## config.mk

```make
export PLATFORM = sky130hd
export DESIGN_NAME = uart_tx_arbiter
export DESIGN_NICKNAME = d
export VERILOG_FILES = /design/src/rtl/uart_tx_arbiter.sv
export SDC_FILE = /design/constraint.sdc
export NUM_CORES = 1
export LEC_CHECK = 0
export CAP_MARGIN = 20
export CELL_PAD_IN_SITES_DETAIL_PLACEMENT = 1
export CELL_PAD_IN_SITES_GLOBAL_PLACEMENT = 1
export CORE_UTILIZATION = 38
export CTS_CLUSTER_SIZE = 10
export DETAILED_ROUTE_END_ITERATION = 10
export PLACE_DENSITY_LB_ADDON = 0.1
export SLEW_MARGIN = 15
export SYNTH_ARGS = -nofsm -noshare
export SYNTH_HDL_FRONTEND = slang
export SYNTH_SLANG_ARGS = --single-unit
```

## constraint.sdc

```tcl
create_clock -name clk -period 2 [get_ports clk]
set_input_delay 0.5 -clock clk [delete_from_list [all_inputs] [get_ports clk]]
set_output_delay 0.5 -clock clk [all_outputs]
set_load 0.03 [all_outputs]
```

## src/rtl/uart_tx_arbiter.sv

```systemverilog
// uart_tx_arbiter: shares one UART transmitter between the bootloader and the
// core's MMIO byte channel. Each requester owns a 1-deep buffer; a small FSM
// grants one buffered byte at a time, launches it with a one-cycle tx_Start
// and follows the transmitter's tx_busy until the byte has gone out.
//
// Handshake semantics (cpu channel): a byte transfers on every rising edge
// where cpu_tx_valid && cpu_tx_ready; cpu_tx_ready is simply "cpu buffer
// empty" and never depends on cpu_tx_valid. The boot side has no ready: a
// boot_tx_start pulse that finds its buffer occupied is dropped and flagged.
module uart_tx_arbiter #(
  parameter int TIMEOUT = 16
) (
  input  logic       clk,
  input  logic       reset,          // asynchronous, active low
  input  logic       boot_mode,
  input  logic       boot_tx_start,
  input  logic [7:0] boot_tx_data,
  output logic       boot_busy,
  input  logic       cpu_tx_valid,
  input  logic [7:0] cpu_tx_data,
  output logic       cpu_tx_ready,
  output logic       tx_Start,
  output logic [7:0] tx_Data,
  input  logic       tx_busy,
  output logic       owner,          // 0 = boot, 1 = cpu
  output logic       timeout_err,
  output logic       boot_overrun,
  output logic [1:0] dbg_state_o
);

  localparam logic [1:0] IDLE      = 2'd0;
  localparam logic [1:0] LAUNCH    = 2'd1;
  localparam logic [1:0] WAIT_BUSY = 2'd2;
  localparam logic [1:0] WAIT_DONE = 2'd3;

  localparam int CW = $clog2(TIMEOUT + 1);
  localparam logic [CW-1:0] CNT_LAST = CW'(TIMEOUT - 1);

  logic [1:0]    state_q, state_d;
  logic [CW-1:0] cnt_q, cnt_d;
  logic          boot_pend_q, boot_pend_d;
  logic [7:0]    boot_buf_q, boot_buf_d;
  logic          cpu_pend_q, cpu_pend_d;
  logic [7:0]    cpu_buf_q, cpu_buf_d;
  logic          tx_start_q, tx_start_d;
  logic [7:0]    tx_data_q, tx_data_d;
  logic          owner_q, owner_d;
  logic          timeout_err_q, timeout_err_d;
  logic          boot_overrun_q, boot_overrun_d;

  logic          grant;
  logic          win_cpu;
  logic          cpu_accept;

  assign cpu_tx_ready = !cpu_pend_q;
  assign cpu_accept   = cpu_tx_valid && !cpu_pend_q;
  assign boot_busy    = boot_pend_q | ((state_q != IDLE) && (owner_q == 1'b0));
  assign tx_Start     = tx_start_q;
  assign tx_Data      = tx_data_q;
  assign owner        = owner_q;
  assign timeout_err  = timeout_err_q;
  assign boot_overrun = boot_overrun_q;
  assign dbg_state_o  = state_q;

  // Arbitration: a grant happens from IDLE whenever anything is buffered.
  // With both buffered, boot_mode forces boot; otherwise the requester that
  // did not own the last grant wins.
  always_comb begin
    grant   = (state_q == IDLE) && (boot_pend_q || cpu_pend_q);
    win_cpu = cpu_pend_q;
    if (boot_pend_q && cpu_pend_q) begin
      win_cpu = boot_mode ? 1'b0 : !owner_q;
    end
  end

  // Next-state logic for the FSM, the launch registers and both buffers.
  always_comb begin
    state_d        = state_q;
    cnt_d          = cnt_q;
    tx_start_d     = 1'b0;
    tx_data_d      = tx_data_q;
    owner_d        = owner_q;
    timeout_err_d  = 1'b0;
    boot_pend_d    = boot_pend_q;
    boot_buf_d     = boot_buf_q;
    cpu_pend_d     = cpu_pend_q;
    cpu_buf_d      = cpu_buf_q;
    boot_overrun_d = boot_overrun_q;

    case (state_q)
      IDLE: begin
        if (grant) begin
          state_d    = LAUNCH;
          tx_start_d = 1'b1;
          tx_data_d  = win_cpu ? cpu_buf_q : boot_buf_q;
          owner_d    = win_cpu;
          if (win_cpu) begin
            cpu_pend_d = 1'b0;
          end else begin
            boot_pend_d = 1'b0;
          end
        end
      end
      LAUNCH: begin
        state_d = WAIT_BUSY;
        cnt_d   = '0;
      end
      WAIT_BUSY: begin
        if (tx_busy) begin
          state_d = WAIT_DONE;
          cnt_d   = '0;
        end else if (cnt_q == CNT_LAST) begin
          // Transmitter never acknowledged: abandon the byte.
          state_d       = IDLE;
          cnt_d         = '0;
          timeout_err_d = 1'b1;
        end else begin
          cnt_d = cnt_q + CW'(1);
        end
      end
      WAIT_DONE: begin
        if (!tx_busy) begin
          state_d = IDLE;
        end
      end
      default: begin
        state_d = IDLE;
        cnt_d   = '0;
      end
    endcase

    // A new boot byte may land in the slot that is being granted this edge;
    // the load then wins over the clear. Otherwise an occupied slot drops it.
    if (boot_tx_start) begin
      if (!boot_pend_q || (grant && !win_cpu)) begin
        boot_pend_d = 1'b1;
        boot_buf_d  = boot_tx_data;
      end else begin
        boot_overrun_d = 1'b1;
      end
    end

    // The cpu slot can only accept when empty, so it never collides with a
    // grant of the same slot.
    if (cpu_accept) begin
      cpu_pend_d = 1'b1;
      cpu_buf_d  = cpu_tx_data;
    end
  end

  // State registers; reset discards buffers and any byte in flight.
  always_ff @(posedge clk or negedge reset) begin
    if (!reset) begin
      state_q        <= IDLE;
      cnt_q          <= '0;
      boot_pend_q    <= 1'b0;
      boot_buf_q     <= 8'h00;
      cpu_pend_q     <= 1'b0;
      cpu_buf_q      <= 8'h00;
      tx_start_q     <= 1'b0;
      tx_data_q      <= 8'h00;
      owner_q        <= 1'b1;
      timeout_err_q  <= 1'b0;
      boot_overrun_q <= 1'b0;
    end else begin
      state_q        <= state_d;
      cnt_q          <= cnt_d;
      boot_pend_q    <= boot_pend_d;
      boot_buf_q     <= boot_buf_d;
      cpu_pend_q     <= cpu_pend_d;
      cpu_buf_q      <= cpu_buf_d;
      tx_start_q     <= tx_start_d;
      tx_data_q      <= tx_data_d;
      owner_q        <= owner_d;
      timeout_err_q  <= timeout_err_d;
      boot_overrun_q <= boot_overrun_d;
    end
  end

endmodule

```

==> metrics.yaml, run 1 <==
run_status:
  status: "finished clean"
finish:
  final_area_um2: 2241
  drive_above_1_share_pct: 21.28
  diodes: 0
  fin_nets: 213
  area_delta_synth_final_pct: 34.97
synthesis:
  synth_seq_cells: 37
  synth_compound_area_share_pct: 15.60
  synth_area_leaders: "dfrtp_1 54%, mux2_2 11%, nand3_1 3.6%"
  synth_top_family_by_area: "compound AO/OA/AOI/OAI gates"
  synth-xor-area-share_pct: 0
  avgSynthCellArea_um2: 11.78
  synth-adder-area-share_pct: 3.014
  synth_top_cell_area_share_pct: 54.26
  yosysUniqueCellTypes: 34
  syn_nets: 167
  ys_warn_count: 0
  synthCells: 141
  yosys.area.top_type: "dfrtp_1"
  synthesis.area_um2: 1660
  synth-simple-area-share_pct: 10.25
  ys_seq_area_share_pct: 55.84
  synth_mux_area_share_pct: 12.06
worst_setup_path:
  crit_type: "flop to output pin"
  cp-start-kind: "flop"
  cp_max_fo: 5
  endpoint: "dbg_state_o[1]"
  rr_worst_depth: 6
  slowest_delay_ns: 0.70
  cp.buffers_inverters: 1
  path_delay_family: "buffers and inverters"
  r2r_start: "dbg_state_o[1]"
  cp_data_arrival_time_ns: 1.41
  reg2reg_slack_ns: 0.30
  cp.depth: 1
  rr_endpoint: "boot_buf_q[2]"
  cp_cell_sequence: "clkdlybuf4s50_1"
  cp_slowest_cell: "clkdlybuf4s50_1"
  setup.worst_path.start: "dbg_state_o[1]"
  cp-end-kind: "output pin"
  worstPathRequired_ns: 1.50
timing:
  finalHoldViolCount: 0
  clock.fmax_mhz: 523.7
  rsz0062_at_grt: "false"
  finalCritPeriodShare_pct: 95.48
  fin_skew_ns: 0.002817
  setup_viol: 0
  worstMarginPinSlew_ns: 0.4461
  slew_viol_final: 0
  slew_headroom_pct: 70.26
  period_needed_ns: 1.910
  tns_ns: 0
pwr:
  pwr-share-clk_pct: 15.7
  internal-power_w: 0.002184
  leakage_nw: 0.9309
  vdd_drop_max_uv: 675.7
  p_per_area_nw_per_um2: 1597
  p_sw_w: 0.001394
  seq_power_share_pct: 36.4
  pwr-share-comb_pct: 47.9
  p_sw_share_pct: 38.97
floorplan:
  io_pins: 38
  die_w_um: 68.10
  start_util_pct: 40.63
  dieArea_um2: 4638
  die_y_um: 68.10
  placementRows: 23
  core_area_um2: 4086
placement:
  placed_area_um2: 2146
  portBuffers: 37
  hpwl_um: 2872
  place_congestion: 0.8746
job:
  maxCapViolCount: 0
cts:
  holdBufCountCts: 0
  cts_tree: "yes"
  clkTransAtPathRegs_ns: 0.07
  cts_buffer_depth: 2
  clock_latency_ns: 0.28
  cts.htree.levels: 2
  cts_root_buf: "clkbuf_8"
  cts_setup_buffers: 0
  cts.sinks: 37
  cts_buffers: 5
global_route:
  grt-ovfl-total: 0
  antenna_found_initial: 0
  first_global_vias: 1308
  grt_max_degree: 38
  grt_pass1_wl_um: 6182
  gr-usage-all-layers_pct: 19.14
route:
  num_vias: 1265
  wl_per_cell_um: 15.96
  ant_nets: 0
  post_drt_via_cell_ratio: 5.315
  drtPass1Iterations: 4
  drcViolationCount: 0
  postRouteWirelength_um: 3798
  first_iter_violations: 47
min_path:
  hold_path.class: "flop to flop"
power by group through the flow:
stage / Sequential (W) / Combinational, W / Clock (W)
6_report: 0.00130 / 0.00171 / 0.000563
5_1_grt: 0.00134 / 0.00188 / 0.000616
3_5_place_dp: 0.00132 / 0.00174 / 0
2_1_floorplan: 0.00149 / 0.000897 / 0
3_3_place_gp: 0.00129 / 0.00167 / 0
4_1_cts: 0.00130 / 0.00173 / 0.000583
cell families (layout without fill, tap and decap cells):
family                   count (synthesis)  count (layout)
multiplexers                            18              18
adder cells (fa/ha/maj)                  4               4
AND/OR/NAND/NOR                         34              34
flip-flops                              37              37
buffers and inverters                   11              58
AO/OA/AOI/OAI                           37              37
stage by stage:
stage	hold WS [ns]	worst slack, ns	total power [W]	util (%)	cells
finish	0.4766	0.09041	0.003578	54.84	238
global route	0.4969	0.03599	0.003838	54.84	238
CTS	0.4708	0.04878	0.003622	54.96	239
detailed placement	0.4499	0.02494	0.003052	52.51	231
global placement	0.4481	0.05576	0.002960	52.51	231
floorplan	0.2044	0.08247	0.002382	-	141
flip-flops by register name, summed over array words and instances (netlist names):
signal        count
boot_pend_q       1
dbg_state_o       2
timeout_err       1
boot_buf_q        8
owner             1
boot_overrun      1
tx_Data           8
cnt_q             5
cpu_buf_q         8
cpu_pend_q        1
tx_Start          1
cell usage in the layout, fill, tap and decap left out, types with 2 or more instances in the layout:
| master | count |
|---|---|
| dfrtp_1 | 36 |
| clkdlybuf4s50_1 | 34 |
| mux2_2 | 16 |
| nand3_1 | 12 |
| o21ai_0 | 11 |
| nor2_1 | 11 |
| a31oi_1 | 8 |
| buf_4 | 8 |
| clkbuf_8 | 7 |
| inv_1 | 3 |
| o21a_1 | 3 |
| nor2b_1 | 3 |
| o2bb2ai_1 | 3 |
| ha_1 | 3 |
| inv_2 | 2 |
| mux2i_1 | 2 |
| nand2_1 | 2 |
| a21oi_1 | 2 |
| buf_12 | 2 |
cell type report:
class,instances,area [um2]
multi-input cells,93,681.9
flip-flops and latches,37,927.1
inverters,5,18.77
clock inverters,1,5.005
fillers,443,1846
repair buffers,45,449.2
clock buffers,7,96.34
well taps,50,62.56
synth_stat cells:
cell	number
nand2_1	2
nand4b_1	1
a41oi_1	1
inv_1	5
buf_6	1
ha_1	4
o31ai_1	1
o21ai_1	1
nor3_1	1
a221oi_1	1
clkbuf_1	1
o21bai_1	1
a31oi_1	8
dfrtp_1	36
o21a_1	3
a211oi_1	1
nor2b_1	3
o2bb2ai_1	3
o21ai_0	11
nand3b_1	1
nand3_1	12
nor3b_1	1
a21boi_0	1
buf_2	4
mux2_2	16
a31o_2	1
a21o_1	1
o311ai_4	1
a21oi_1	2
mux2i_1	2
nand2b_1	1
nor2_1	11
or2b_1	1
dfstp_2	1
how the worst min path moves through the flow:
stage	start	endpoint	slack (ns)	cells past startpoint
5_1_grt	cnt_q[4]	timeout_err	0.50	1
3_3_place_gp	cnt_q[4]	timeout_err	0.45	1
6_report	cnt_q[4]	timeout_err	0.48	1
2_1_floorplan	reset	boot_buf_q[0]	0.20	0
3_5_place_dp	cnt_q[4]	timeout_err	0.45	1
4_1_cts	cnt_q[4]	timeout_err	0.47	1
repair_timing:
| action | 4_1_cts | 5_1_grt |
|---|---|---|
| endpoints found under the setup margin | 1 | 1 |
| pin swaps | 0 | 1 |
| gates resized for setup | 1 | 3 |
layer usage:
layer | share of wire, % | GRT usage [%] | vias to the layer above | wire, um
met5 | 0 | 0 | - | 0
met4 | 1.7 | 7.813 | 0 | 65
met3 | 5.5 | 5.500 | 6 | 207
met2 | 48 | 30.39 | 35 | 1809
met1 | 45 | 24.31 | 623 | 1715
li1 | - | - | 601 | -
Note: power is estimated with default switching activity, not from simulation.
==> run 2: changes to the inputs <==
--- a/config.mk
+++ b/config.mk
@@ -6,7 +6,7 @@
 export NUM_CORES = 1
 export LEC_CHECK = 0
 export CAP_MARGIN = 20
-export CELL_PAD_IN_SITES_DETAIL_PLACEMENT = 1
+export CELL_PAD_IN_SITES_DETAIL_PLACEMENT = 0
 export CELL_PAD_IN_SITES_GLOBAL_PLACEMENT = 1
 export CORE_UTILIZATION = 38
 export CTS_CLUSTER_SIZE = 10
==> constraint.sdc (replaced) <==
create_clock -name clk -period 2 [get_ports clk]
set_input_delay 0.2 -clock clk [delete_from_list [all_inputs] [get_ports clk]]
set_output_delay 0.2 -clock clk [all_outputs]
set_load 0.03 [all_outputs]
==> run 2 against run 1 <==
Sequential power hardly changed. Clock power grew 0.7%. Routed wire length shrank 8.1%. Highest routed layer unchanged.
==> metrics.yaml, run 2 (synthesized netlist as in run 1, its figures left out) <==
worst_setup_path:
  r2r_start: "dbg_state_o[1]"  # unchanged
  endpoint: "boot_busy"  # was dbg_state_o[1]
  path_delay_family: "buffers and inverters"  # unchanged
  rr_endpoint: "boot_buf_q[2]"  # unchanged
  cp_max_fo: 8  # was 5
  worstPathRequired_ns: 1.80  # was 1.50 ns
  slowest_delay_ns: 0.42  # was 0.70 ns
  rr_worst_depth: 5  # was 6
  cp_cell_sequence: "inv_1 > ha_1 > o21bai_1 > dlygate4sd2_1"  # was clkdlybuf4s50_1
  cp-start-kind: "flop"  # unchanged
  cp-end-kind: "output pin"  # unchanged
  crit_type: "flop to output pin"  # unchanged
  cp.buffers_inverters: 2  # was 1
  cp_slowest_cell: "dfrtp_1"  # was clkdlybuf4s50_1
  cp.depth: 4  # was 1
  reg2reg_slack_ns: 0.27  # was 0.30 ns
  cp_data_arrival_time_ns: 1.61  # was 1.41 ns
  setup.worst_path.start: "dbg_state_o[1]"  # unchanged
finish:
  multiInputGateArea_um2: 679.4  # was 681.9 um2
  fin_nets: 211  # was 213
  fin_util_pct: 53.92  # was 54.84%
  drive_above_1_share_pct: 17.74  # was 21.28%
  ff_latch_area_um2: 927.1  # unchanged
  area_delta_synth_final_pct: 32.71  # was 34.97%
  final_area_um2: 2203  # was 2241 um2
  n_fill_cell: 365  # was 443
  layout_common_cells: "36 x dfrtp_1, 36 x clkdlybuf4s50_1, 16 x mux2_2, 12 x nand3_1"  # was 36 x dfrtp_1, 34 x clkdlybuf4s50_1, 16 x mux2_2, 12 x nand3_1
  diodes: 0  # unchanged
pwr:
  p_per_area_nw_per_um2: 1590  # was 1597 nW/um2
  vdd_drop_max_uv: 706.9  # was 675.7 uV
  leakage_nw: 0.9080  # was 0.9309 nW
floorplan:
  placementRows: 23  # unchanged
  dieArea_um2: 4638  # unchanged
  start_util_pct: 40.63  # unchanged
  die_w_um: 68.10  # unchanged
  die_y_um: 68.10  # unchanged
  io_pins: 38  # unchanged
  core_area_um2: 4086  # unchanged
cts:
  cts.sinks: 37  # unchanged
  cts_buffer_depth: 2  # unchanged
  cts.htree.levels: 2  # unchanged
  cts_setup_buffers: 0  # unchanged
  cts_root_buf: "clkbuf_8"  # unchanged
  cts_buffers: 5  # unchanged
  clkTransAtPathRegs_ns: 0.08  # was 0.07 ns
  cts_tree: "yes"  # unchanged
  clock_latency_ns: 0.28  # about the same
global_route:
  gr-usage-all-layers_pct: 17.11  # was 19.14%
  first_global_vias: 1204  # was 1308
  antenna_found_initial: 0  # unchanged
  grt_pass1_wl_um: 5595  # was 6182 um
  grt_max_degree: 38  # unchanged
  grt-ovfl-total: 0  # unchanged
placement:
  placed_area_um2: 2103  # was 2146 um2
  portBuffers: 37  # unchanged
  place_congestion: 0.7781  # was 0.8746
  hpwl_um: 2544  # was 2872 um
route:
  first_iter_violations: 55  # was 47
  ant_nets: 0  # unchanged
  wl_per_cell_um: 14.80  # was 15.96 um
  postRouteWirelength_um: 3492  # was 3798 um
  drtPass1Iterations: 4  # unchanged
  drcViolationCount: 0  # unchanged
  num_vias: 1238  # was 1265
  post_drt_via_cell_ratio: 5.246  # was 5.315
timing:
  worstMarginPinSlew_ns: 0.4976  # was 0.4461 ns
  setup_viol: 0  # unchanged
  rsz0062_at_grt: "false"  # unchanged
  fin_skew_ns: 0.008900  # was 0.002817 ns
  slew_headroom_pct: 66.75  # was 70.26%
  slew_viol_final: 0  # unchanged
  tns_ns: 0  # unchanged
  finalHoldViolCount: 0  # unchanged
  hold_ws_ns: 0.3335  # was 0.4766 ns
  clock.fmax_mhz: 552.0  # was 523.7 MHz
  finalCritPeriodShare_pct: 90.58  # was 95.48%
  period_needed_ns: 1.812  # was 1.910 ns
min_path:
  hold_path.class: "primary input to asynchronous set/reset pin"  # was flop to flop
job:
  maxCapViolCount: 0  # unchanged
run_status:
  status: "finished clean"  # unchanged
run 2: changes by cell type in the layout (fill, tap and decap cells not counted), sizes merged:
cell and change:
buf -4, clkdlybuf4s50 +2
run 2: report_power, final:
part	leakage, nW	switching (W)	internal, W
Clock	0.0542	0.000256	0.000311
Sequential	0.439	0.000215	0.00108
Combinational	0.414	0.000891	0.000749
run 2: metrics by stage:
step                      power (W)  instances  setup WS [ns]
after floorplan            0.002382        141         0.1812
after global placement     0.002901        228         0.2593
after detailed placement   0.002967        228         0.2196
after CTS                  0.003542        236         0.1767
after global routing       0.003766        236        0.09877
final                      0.003504        236         0.1883
run 2: worst min path at each step:
stage	start	end	slack (ns)	cells after the start
after global placement	cnt_q[4]	timeout_err	0.45	1
after floorplan	reset	boot_buf_q[0]	-0.1	0
final	reset	dbg_state_o[1]	0.33	2
after detailed placement	cnt_q[4]	timeout_err	0.45	1
after CTS	reset	dbg_state_o[1]	0.36	2
after global routing	reset	dbg_state_o[0]	0.40	2
run 2: layout make-up:
type | count | area share (%)
sequential | 37 | 42.08
multi-input combinational | 93 | 30.83
timing repair buffer | 43 | 18.80
clock buffer | 7 | 4.373
tap | 50 | 2.839
inverter | 5 | 0.8518
clock inverter | 1 | 0.2271
run 2: per-layer routing:
metal / global-route usage, % / vias to the layer above / wire length [um]
li1: - / 598 / -
met1: 21.60 / 595 / 1575
met2: 27.08 / 39 / 1642
met3: 5.500 / 6 / 208
met4: 6.510 / 0 / 65
met5: 0 / - / 0
run 2: repair_timing:
action / CTS / global route
resized for setup: 1 / 0
setup endpoints to repair: 1 / 0
hold buffers: 0 / 0
